**config.mk**
```make
export PLATFORM = sky130hd
export DESIGN_NAME = vga_pixel_gen_flat
export DESIGN_NICKNAME = d
export VERILOG_FILES = /design/src/rtl/vga_pixel_gen_if.sv /design/src/rtl/vga_pixel_gen.sv /design/src/flat_wrapper.sv
export SDC_FILE = /design/constraint.sdc
export NUM_CORES = 1
export LEC_CHECK = 0
export BUFFER_PORTS_ARGS = -buffer_cell sky130_fd_sc_hd__buf_4
export CAP_MARGIN = 20
export CORE_MARGIN = 2
export CORE_UTILIZATION = 45
export CTS_BUF_LIST = sky130_fd_sc_hd__clkbuf_2
export DETAILED_ROUTE_END_ITERATION = 7
export PLACE_DENSITY = 0.67
export SETUP_SLACK_MARGIN = 0.2
export SLEW_MARGIN = 10
export SYNTH_ARGS = -nofsm -noshare
export SYNTH_HDL_FRONTEND = slang
export SYNTH_SLANG_ARGS = --single-unit
```
**constraint.sdc**
```tcl
create_clock -name clk_50M -period 5.2 [get_ports clk_50M]
set_input_delay 0.78 -clock clk_50M [delete_from_list [all_inputs] [get_ports clk_50M]]
set_output_delay 0.78 -clock clk_50M [all_outputs]
set_load 0.03 [all_outputs]
```
**src/rtl/vga_pixel_gen_if.sv**
```systemverilog
// Pixel-stream bundle between the VGA timing stage and the pixel generator,
// plus read-only visibility of the bouncing-square state.
interface vga_pixel_gen_if;
   logic       p_tick;
   logic [9:0] pixel_x;
   logic [9:0] pixel_y;
   logic       video_on;
   logic       hsync_in;
   logic       vsync_in;
   logic       pause;
   logic [2:0] bg_color;
   logic [2:0] rgb;
   logic       hsync;
   logic       vsync;
   logic [9:0] sq_x_o;
   logic [9:0] sq_y_o;
   logic       dir_x_o;
   logic       dir_y_o;

   // Stream contract: inputs are qualified by p_tick (no back-pressure);
   // rgb/hsync/vsync load only on p_tick edges, one pixel after their inputs.
   modport master (
      output p_tick, pixel_x, pixel_y, video_on, hsync_in, vsync_in, pause, bg_color,
      input  rgb, hsync, vsync, sq_x_o, sq_y_o, dir_x_o, dir_y_o
   );

   modport slave (
      input  p_tick, pixel_x, pixel_y, video_on, hsync_in, vsync_in, pause, bg_color,
      output rgb, hsync, vsync, sq_x_o, sq_y_o, dir_x_o, dir_y_o
   );
endinterface

```
**src/rtl/vga_pixel_gen.sv**
```systemverilog
// Bouncing red square between two blue wall bands over a live background
// colour; colour and syncs are registered together for one pixel of latency.
module vga_pixel_gen #(
   parameter int SQ_SIZE = 16,
   parameter int VEL     = 2,
   parameter int WALL    = 8
) (
   input logic           clk_50M,
   input logic           rst_n,
   vga_pixel_gen_if.slave vga
);

   localparam logic [10:0] VEL_W   = 11'(VEL);
   localparam logic [10:0] SQ_W    = 11'(SQ_SIZE);
   localparam logic [10:0] X_MIN   = 11'(WALL);
   localparam logic [10:0] X_MAX   = 11'(640 - WALL - SQ_SIZE);
   localparam logic [10:0] Y_MAX   = 11'(480 - SQ_SIZE);
   localparam logic [10:0] WALL_HI = 11'(640 - WALL);

   logic [9:0] sq_x_q, sq_x_d, sq_y_q, sq_y_d;
   logic       dir_x_q, dir_x_d, dir_y_q, dir_y_d;
   logic [2:0] rgb_q, rgb_d;
   logic       hsync_q, vsync_q;

   logic [10:0] sq_x_w, sq_y_w, px_w, py_w;
   logic        frame_tick, sq_on, wall_on;

   assign sq_x_w = {1'b0, sq_x_q};
   assign sq_y_w = {1'b0, sq_y_q};
   assign px_w   = {1'b0, vga.pixel_x};
   assign py_w   = {1'b0, vga.pixel_y};

   // Row 480 lies in vertical blanking, so a move never tears a visible frame.
   assign frame_tick = vga.p_tick && (vga.pixel_x == 10'd0) && (vga.pixel_y == 10'd480);

   always_comb begin
      sq_x_d  = sq_x_q;
      dir_x_d = dir_x_q;
      sq_y_d  = sq_y_q;
      dir_y_d = dir_y_q;
      if (frame_tick && !vga.pause) begin
         if (dir_x_q) begin
            if (sq_x_w + VEL_W >= X_MAX) begin
               sq_x_d  = X_MAX[9:0];
               dir_x_d = 1'b0;
            end else begin
               sq_x_d = sq_x_q + VEL_W[9:0];
            end
         end else begin
            if (sq_x_w <= X_MIN + VEL_W) begin
               sq_x_d  = X_MIN[9:0];
               dir_x_d = 1'b1;
            end else begin
               sq_x_d = sq_x_q - VEL_W[9:0];
            end
         end
         if (dir_y_q) begin
            if (sq_y_w + VEL_W >= Y_MAX) begin
               sq_y_d  = Y_MAX[9:0];
               dir_y_d = 1'b0;
            end else begin
               sq_y_d = sq_y_q + VEL_W[9:0];
            end
         end else begin
            if (sq_y_w <= VEL_W) begin
               sq_y_d  = 10'd0;
               dir_y_d = 1'b1;
            end else begin
               sq_y_d = sq_y_q - VEL_W[9:0];
            end
         end
      end
   end

   assign sq_on   = (px_w >= sq_x_w) && (px_w < sq_x_w + SQ_W) &&
                    (py_w >= sq_y_w) && (py_w < sq_y_w + SQ_W);
   assign wall_on = (px_w < X_MIN) || (px_w >= WALL_HI);

   always_comb begin
      rgb_d = vga.bg_color;
      if (!vga.video_on) rgb_d = 3'b000;
      else if (sq_on)    rgb_d = 3'b100;
      else if (wall_on)  rgb_d = 3'b001;
   end

   always_ff @(posedge clk_50M or negedge rst_n) begin
      if (!rst_n) begin
         sq_x_q  <= 10'd312;
         sq_y_q  <= 10'd232;
         dir_x_q <= 1'b1;
         dir_y_q <= 1'b1;
         rgb_q   <= 3'b000;
         hsync_q <= 1'b0;
         vsync_q <= 1'b0;
      end else begin
         sq_x_q  <= sq_x_d;
         sq_y_q  <= sq_y_d;
         dir_x_q <= dir_x_d;
         dir_y_q <= dir_y_d;
         if (vga.p_tick) begin
            rgb_q   <= rgb_d;
            hsync_q <= vga.hsync_in;
            vsync_q <= vga.vsync_in;
         end
      end
   end

   assign vga.rgb     = rgb_q;
   assign vga.hsync   = hsync_q;
   assign vga.vsync   = vsync_q;
   assign vga.sq_x_o  = sq_x_q;
   assign vga.sq_y_o  = sq_y_q;
   assign vga.dir_x_o = dir_x_q;
   assign vga.dir_y_o = dir_y_q;

endmodule

```
**src/flat_wrapper.sv**
```systemverilog
// flat-port wrapper written by rule: the top's interface ports become plain ports
module vga_pixel_gen_flat 
#(
   parameter int SQ_SIZE = 16,
   parameter int VEL     = 2,
   parameter int WALL    = 8
)
  (clk_50M, rst_n, vga_p_tick, vga_pixel_x, vga_pixel_y, vga_video_on, vga_hsync_in, vga_vsync_in, vga_pause, vga_bg_color, vga_rgb, vga_hsync, vga_vsync, vga_sq_x_o, vga_sq_y_o, vga_dir_x_o, vga_dir_y_o);
  vga_pixel_gen_if vga_i ();
  input logic clk_50M;
  input logic rst_n;
  input wire logic [$bits(vga_i.p_tick)-1:0] vga_p_tick;
  input wire logic [$bits(vga_i.pixel_x)-1:0] vga_pixel_x;
  input wire logic [$bits(vga_i.pixel_y)-1:0] vga_pixel_y;
  input wire logic [$bits(vga_i.video_on)-1:0] vga_video_on;
  input wire logic [$bits(vga_i.hsync_in)-1:0] vga_hsync_in;
  input wire logic [$bits(vga_i.vsync_in)-1:0] vga_vsync_in;
  input wire logic [$bits(vga_i.pause)-1:0] vga_pause;
  input wire logic [$bits(vga_i.bg_color)-1:0] vga_bg_color;
  output wire logic [$bits(vga_i.rgb)-1:0] vga_rgb;
  output wire logic [$bits(vga_i.hsync)-1:0] vga_hsync;
  output wire logic [$bits(vga_i.vsync)-1:0] vga_vsync;
  output wire logic [$bits(vga_i.sq_x_o)-1:0] vga_sq_x_o;
  output wire logic [$bits(vga_i.sq_y_o)-1:0] vga_sq_y_o;
  output wire logic [$bits(vga_i.dir_x_o)-1:0] vga_dir_x_o;
  output wire logic [$bits(vga_i.dir_y_o)-1:0] vga_dir_y_o;
  assign vga_i.p_tick = vga_p_tick;
  assign vga_i.pixel_x = vga_pixel_x;
  assign vga_i.pixel_y = vga_pixel_y;
  assign vga_i.video_on = vga_video_on;
  assign vga_i.hsync_in = vga_hsync_in;
  assign vga_i.vsync_in = vga_vsync_in;
  assign vga_i.pause = vga_pause;
  assign vga_i.bg_color = vga_bg_color;
  assign vga_rgb = vga_i.rgb;
  assign vga_hsync = vga_i.hsync;
  assign vga_vsync = vga_i.vsync;
  assign vga_sq_x_o = vga_i.sq_x_o;
  assign vga_sq_y_o = vga_i.sq_y_o;
  assign vga_dir_x_o = vga_i.dir_x_o;
  assign vga_dir_y_o = vga_i.dir_y_o;
  vga_pixel_gen #(.SQ_SIZE(SQ_SIZE), .VEL(VEL), .WALL(WALL)) u_core (.clk_50M(clk_50M), .rst_n(rst_n), .vga(vga_i));
endmodule
```
* After elaboration in Yosys (flattened, before gate mapping) *
Index checks and enable logic that the tools add are counted.

storage, ports and cells
  input bits = 30
  output and inout port bits = 27
  logic and storage cells = 50
  flip-flop bits (word level) = 27

cells by class
  mux-type cells = 15
  reductions and logical operators = 9
  eq/ne operators = 1
  $lt $le $gt $ge = 10
  add/subtract/negate cells = 8

operators with widths
  cell                                                                  count
  2-to-1 mux 10 bit                                                     6
  adder 10 x 2 -> 11 bit (second input constant)                        2
  adder 10 x 5 -> 11 bit (second input constant)                        2
  less-than comparator 10 x 11 -> 1 bit                                 2
  adder 10 x 2 -> 10 bit (second input constant)                        2
  greater-or-equal comparator 10 bit                                    2
  subtractor 10 x 2 -> 10 bit (second input constant)                   2
  greater-or-equal comparator 11 x 10 -> 1 bit (second input constant)  1
  greater-or-equal comparator 11 x 9 -> 1 bit (second input constant)   1
  == test 10 x 9 -> 1 bit (second input constant)                       1
  greater-or-equal comparator 10 bit (second input constant)            1
  <= comparator 10 x 2 -> 1 bit (second input constant)                 1
  <= comparator 10 x 4 -> 1 bit (second input constant)                 1
  zero test 10 bit                                                      1
  less-than comparator 10 x 4 -> 1 bit (second input constant)          1
  2-to-1 mux 3 bit                                                      3
  logical AND 1 bit                                                     6
  2-to-1 mux 1 bit                                                      6
  zero test 1 bit                                                       1
  logical OR 1 bit                                                      1

* Longest topological paths before layout *
  depth after elaboration = 7
  depth in mapped cells = 11
  depth with buffers taken out = 10

* Least setup slack after synthesis *
OpenSTA, ideal clock, no wires.

  path kind = reg-to-reg
  start point = reg u_core.sq_y_q[6], in the netlist u_core.vga.sq_y_o[6]
  end point = reg u_core.rgb_q[1], in the netlist u_core.vga.rgb[1]
  path buffers = 1
  clock period less this slack = 3,013 ps
  stages on the path, launching flop included = 10
  setup time = 122 ps
  arrival = 2,891 ps
  slack = 2,187 ps
  path through = dfstp_2 clkbuf_1 clkinv_1 nor3_1 xnor2_1 ha_1 a21o_1 a221o_1 or4_1 a32o_1

on the way
  word-level cells in the longest chain between the ends = 5

ends and longest elaborated chain
  what                                                                          RTL line                                  source
  start: declaration                                                            vga_pixel_gen.sv:20                       logic [9:0] sq_x_q, sq_x_d, sq_y_q, sq_y_d;
  start signal: assignment                                                      vga_pixel_gen.sv:97                       sq_y_q <= sq_y_d;
  adder 10 x 5 -> 11 bit or greater-or-equal comparator 10 bit (tied branches)  vga_pixel_gen.sv:76                       (py_w >= sq_y_w) && (py_w < sq_y_w + SQ_W);
  less-than comparator 10 x 11 -> 1 bit or logical AND 1 bit (tied branches)    vga_pixel_gen.sv:76, vga_pixel_gen.sv:75
  logical AND 1 bit (*)                                                         vga_pixel_gen.sv:76
  2-to-1 mux 3 bit (*)                                                          vga_pixel_gen.sv:82                       else if (sq_on) rgb_d = 3'b100;
  2-to-1 mux 3 bit (*)                                                          vga_pixel_gen.sv:81                       if (!vga.video_on) rgb_d = 3'b000;
  end signal: assignment                                                        vga_pixel_gen.sv:101                      rgb_q <= rgb_d;
  end: declaration                                                              vga_pixel_gen.sv:22                       logic [2:0] rgb_q, rgb_d;

Every way passes the cells marked *; elsewhere a longest branch is shown, timed or not.
A chain may end at the register's enable or synchronous reset.

* Worst setup path in the final report *
  start point = reg u_core.sq_y_q[4], in the netlist u_core.vga.sq_y_o[4]
  end point = reg u_core.rgb_q[0], in the netlist u_core.vga.rgb[0]

The elaborated chain is that of the path after synthesis.

==> impl_metrics.tcl <==
set metrics [dict create \
    multi_input_area_um2 2017 \
    synth.avg_cell_area_um2 8.047 \
    grt_overflow 0 \
    status "finished, final reports clean" \
    max_cap_violations 0 \
    grt_max_degree 26 \
    place_hpwl_mm 6.091 \
    vias_per_cell 6.226 \
    ys_seq_elements 25 \
    chipWidth_um 83.34 \
    postRouteAntennaNets 0 \
    synthArstFlopShare 1.000 \
    yosys.cell_types.count 64 \
    critPathMaxFanout 15 \
    maxSlewHeadroom 0.4416 \
    met1_length_mm 3.383 \
    grt_pass1_vias 2702 \
    tns_ns 0 \
    drtIter0Drc 217 \
    layout-drive-gt1-share 0.1980 \
    start_util 0.4728 \
    finalCriticalPeriod_ns 3.146 \
    p_per_area_nw_per_um2 109.2 \
    hold_violations 0 \
    synth-adder-area-share 0.1723 \
    postSynthCellCount 352 \
    finalClockSkew_ns 0.02232 \
    required_ns 5.48 \
    n_antenna_cell 0 \
    clockBufferDepth 2 \
    synth_edf_count 0 \
    cts_hold_buffers 0 \
    track_usage 0.2238 \
    synth_top_family_by_area "compound AO/OA/AOI/OAI gates" \
    routed_wl_mm 7.888 \
    worstHoldPathType "primary input to asynchronous set/reset pin" \
    die_h_um 83.34 \
    ys_warn_count 0 \
    ys.flop_type "dfrtp_1" \
    first_pass_iters 5 \
    worstMarginPinSlew_ns 0.8337 \
    synthToLayoutAreaGrowth_pct 15.77 \
    regArea_um2 638.1 \
    wl_per_cell_um 16.82 \
    clock_latency_ns 0.37 \
    clkTransAtPathRegs_ns 0.27 \
    drc 0 \
    peakVddDrop_mv 0.08625 \
    coreArea_um2 5991 \
    post_cts_buffers 0 \
    period_share 0.6050 \
    io_buffer_count 54 \
    grt_pass1_wl_mm 13.08 \
    post-route-util 0.5474 \
    crit_type "flop to flop" \
    cp-end-kind "flop" \
    drv_slew 0 \
    num_vias 2920 \
    nets 464 \
    synth_seq_area_share 0.2253 \
    start_kind "flop" \
    fp-row-count 28 \
    cts_root_buf "clkbuf_2" \
    antenna_found_initial 0 \
    cts.sinks 25 \
    routed.top_layer "met4" \
    ios 57 \
    fmax_ghz 0.3179 \
    final-setup-viol-count 0 \
    syn_area_um2 2833 \
    muxShareOfSynthArea 0.01502 \
    cts-buffers-inserted 3 \
    gp_congestion 0.9713 \
    die-area_um2 6946 \
    hold_slack_ns 0.2525 \
    cp_data_arrival_time_ns 3.42 \
    rsz0062_at_grt "no" \
    cts_resized 0 \
    synthXorXnorAreaFrac 0.04947 \
    power.total_mw 0.3582 \
    power_leakage_nw 1.400 \
    synth_compound_area_frac 0.2584 \
    routed-wl-met3_um 490 \
    yosys.area_share.simple 0.2142 \
    cts_max_level 1 \
    met2_length_mm 3.836 \
    cts_tree "done" \
    fillCellCount 587 \
]
## cell families (layout without fill, tap and decap cells)
group	Yosys count	after routing
AOI/OAI and AO/OA	108	108
xor gates and xnor gates	16	16
adders and majority gates	39	39
buffers and inverters	44	85
DFF	25	25
muxes	4	4
other	1	2
and+or+nand+nor	115	115
## through the flow
step / instance area [µm²] / worst slack, ns / instances
6_report: 3279 / 2.054 / 469
4_1_cts: 3279 / 2.076 / 469
3_3_place_gp: 3259 / 2.063 / 465
2_1_floorplan: 2836 / 2.187 / 353
5_1_grt: 3279 / 1.863 / 469
3_5_place_dp: 3259 / 2.038 / 465
## synth_stat cells (all sizes together) (8+ instances only)
library cell | number | area (µm²)
ha | 39 | 488.0
xnor2 | 16 | 140.1
nand3 | 21 | 105.1
dfstp | 10 | 262.8
o21ai | 23 | 115.1
dfrtp | 15 | 375.4
a21oi | 21 | 105.1
a31oi | 8 | 50.05
nand4 | 8 | 50.05
nand2 | 26 | 97.59
nor3 | 15 | 80.08
inv | 25 | 93.84
nor2 | 17 | 63.81
clkbuf | 14 | 52.55
## final timing paths
path	slack, ns	to	startpoint	depth (start not counted)
max	2.05	u_core.vga.rgb[0]$_DFFE_PN0P_	u_core.vga.sq_y_o[4]$_DFFE_PN0P_	9
min	0.25	u_core.vga.sq_x_o[7]$_DFFE_PN0P_	rst_n	1
max reg2reg	2.05	u_core.vga.rgb[0]$_DFFE_PN0P_	u_core.vga.sq_y_o[4]$_DFFE_PN0P_	9
min reg2reg	0.54	u_core.vga.hsync$_DFFE_PN0P_	u_core.vga.hsync$_DFFE_PN0P_	1
max in group asynchronous	4.61	u_core.vga.sq_y_o[6]$_DFFE_PN1P_	rst_n	1
min in group clk_50M	0.54	u_core.vga.hsync$_DFFE_PN0P_	u_core.vga.hsync$_DFFE_PN0P_	1
## layout by cell type (no fill, tap or decap), drive strengths merged, types with 4 or more instances in the layout
cell type,count
buf,55
nor2,17
a22oi,4
a21oi,21
nand4,8
a211oi,5
ha,39
a21o,5
clkbuf,4
inv,25
o21ai,23
dfstp,10
and3,5
dfrtp,15
nand3,21
nand2,26
a31oi,8
o31ai,4
o211ai,4
xnor2,16
nor3,15
## registers in the layout, summed over array words and instances, names as in the netlist
| signal | cells |
|---|---|
| u_core.vga.sq_x_o | 9 |
| u_core.vga.vsync | 1 |
| u_core.vga.dir_x_o | 1 |
| u_core.vga.hsync | 1 |
| u_core.vga.rgb | 3 |
| u_core.vga.sq_y_o | 9 |
| u_core.vga.dir_y_o | 1 |
## layer usage
| metal | vias up | global-route usage |
|---|---|---|
| li1 | 1422 | - |
| met3 | 13 | 0.03380 |
| met5 | - | 0 |
| met2 | 126 | 0.3849 |
| met4 | 0 | 0.04769 |
| met1 | 1359 | 0.2966 |
## critical path, stage by stage, from the launching register on
cell and delay [ns]:
dfrtp_1 0.68, inv_1 0.17, ha_1 0.31, inv_1 0.03, ha_1 0.28, a21o_1 0.16
a221oi_1 0.42, o22ai_1 0.14, or4_1 0.62, a32o_1 0.26
## power by group
group	internal (mW)	total [mW]	leakage [nW]	switching [mW]
clock network	0.0203	0.0833	0.0166	0.0630
registers	0.199	0.201	0.285	0.00200
logic	0.0352	0.0741	1.10	0.0389
total	0.254	0.358	1.40	0.104
## final cells by class
type | instances | share of cell area
Inverter | 26 | 0.02976
Tap cell | 75 | 0.02861
Sequential cell | 25 | 0.1946
Clock buffer | 4 | 0.006105
Multi-Input combinational cell | 284 | 0.6150
Timing Repair Buffer | 55 | 0.1259
No activity file was read; power rests on OpenSTA's default activity.
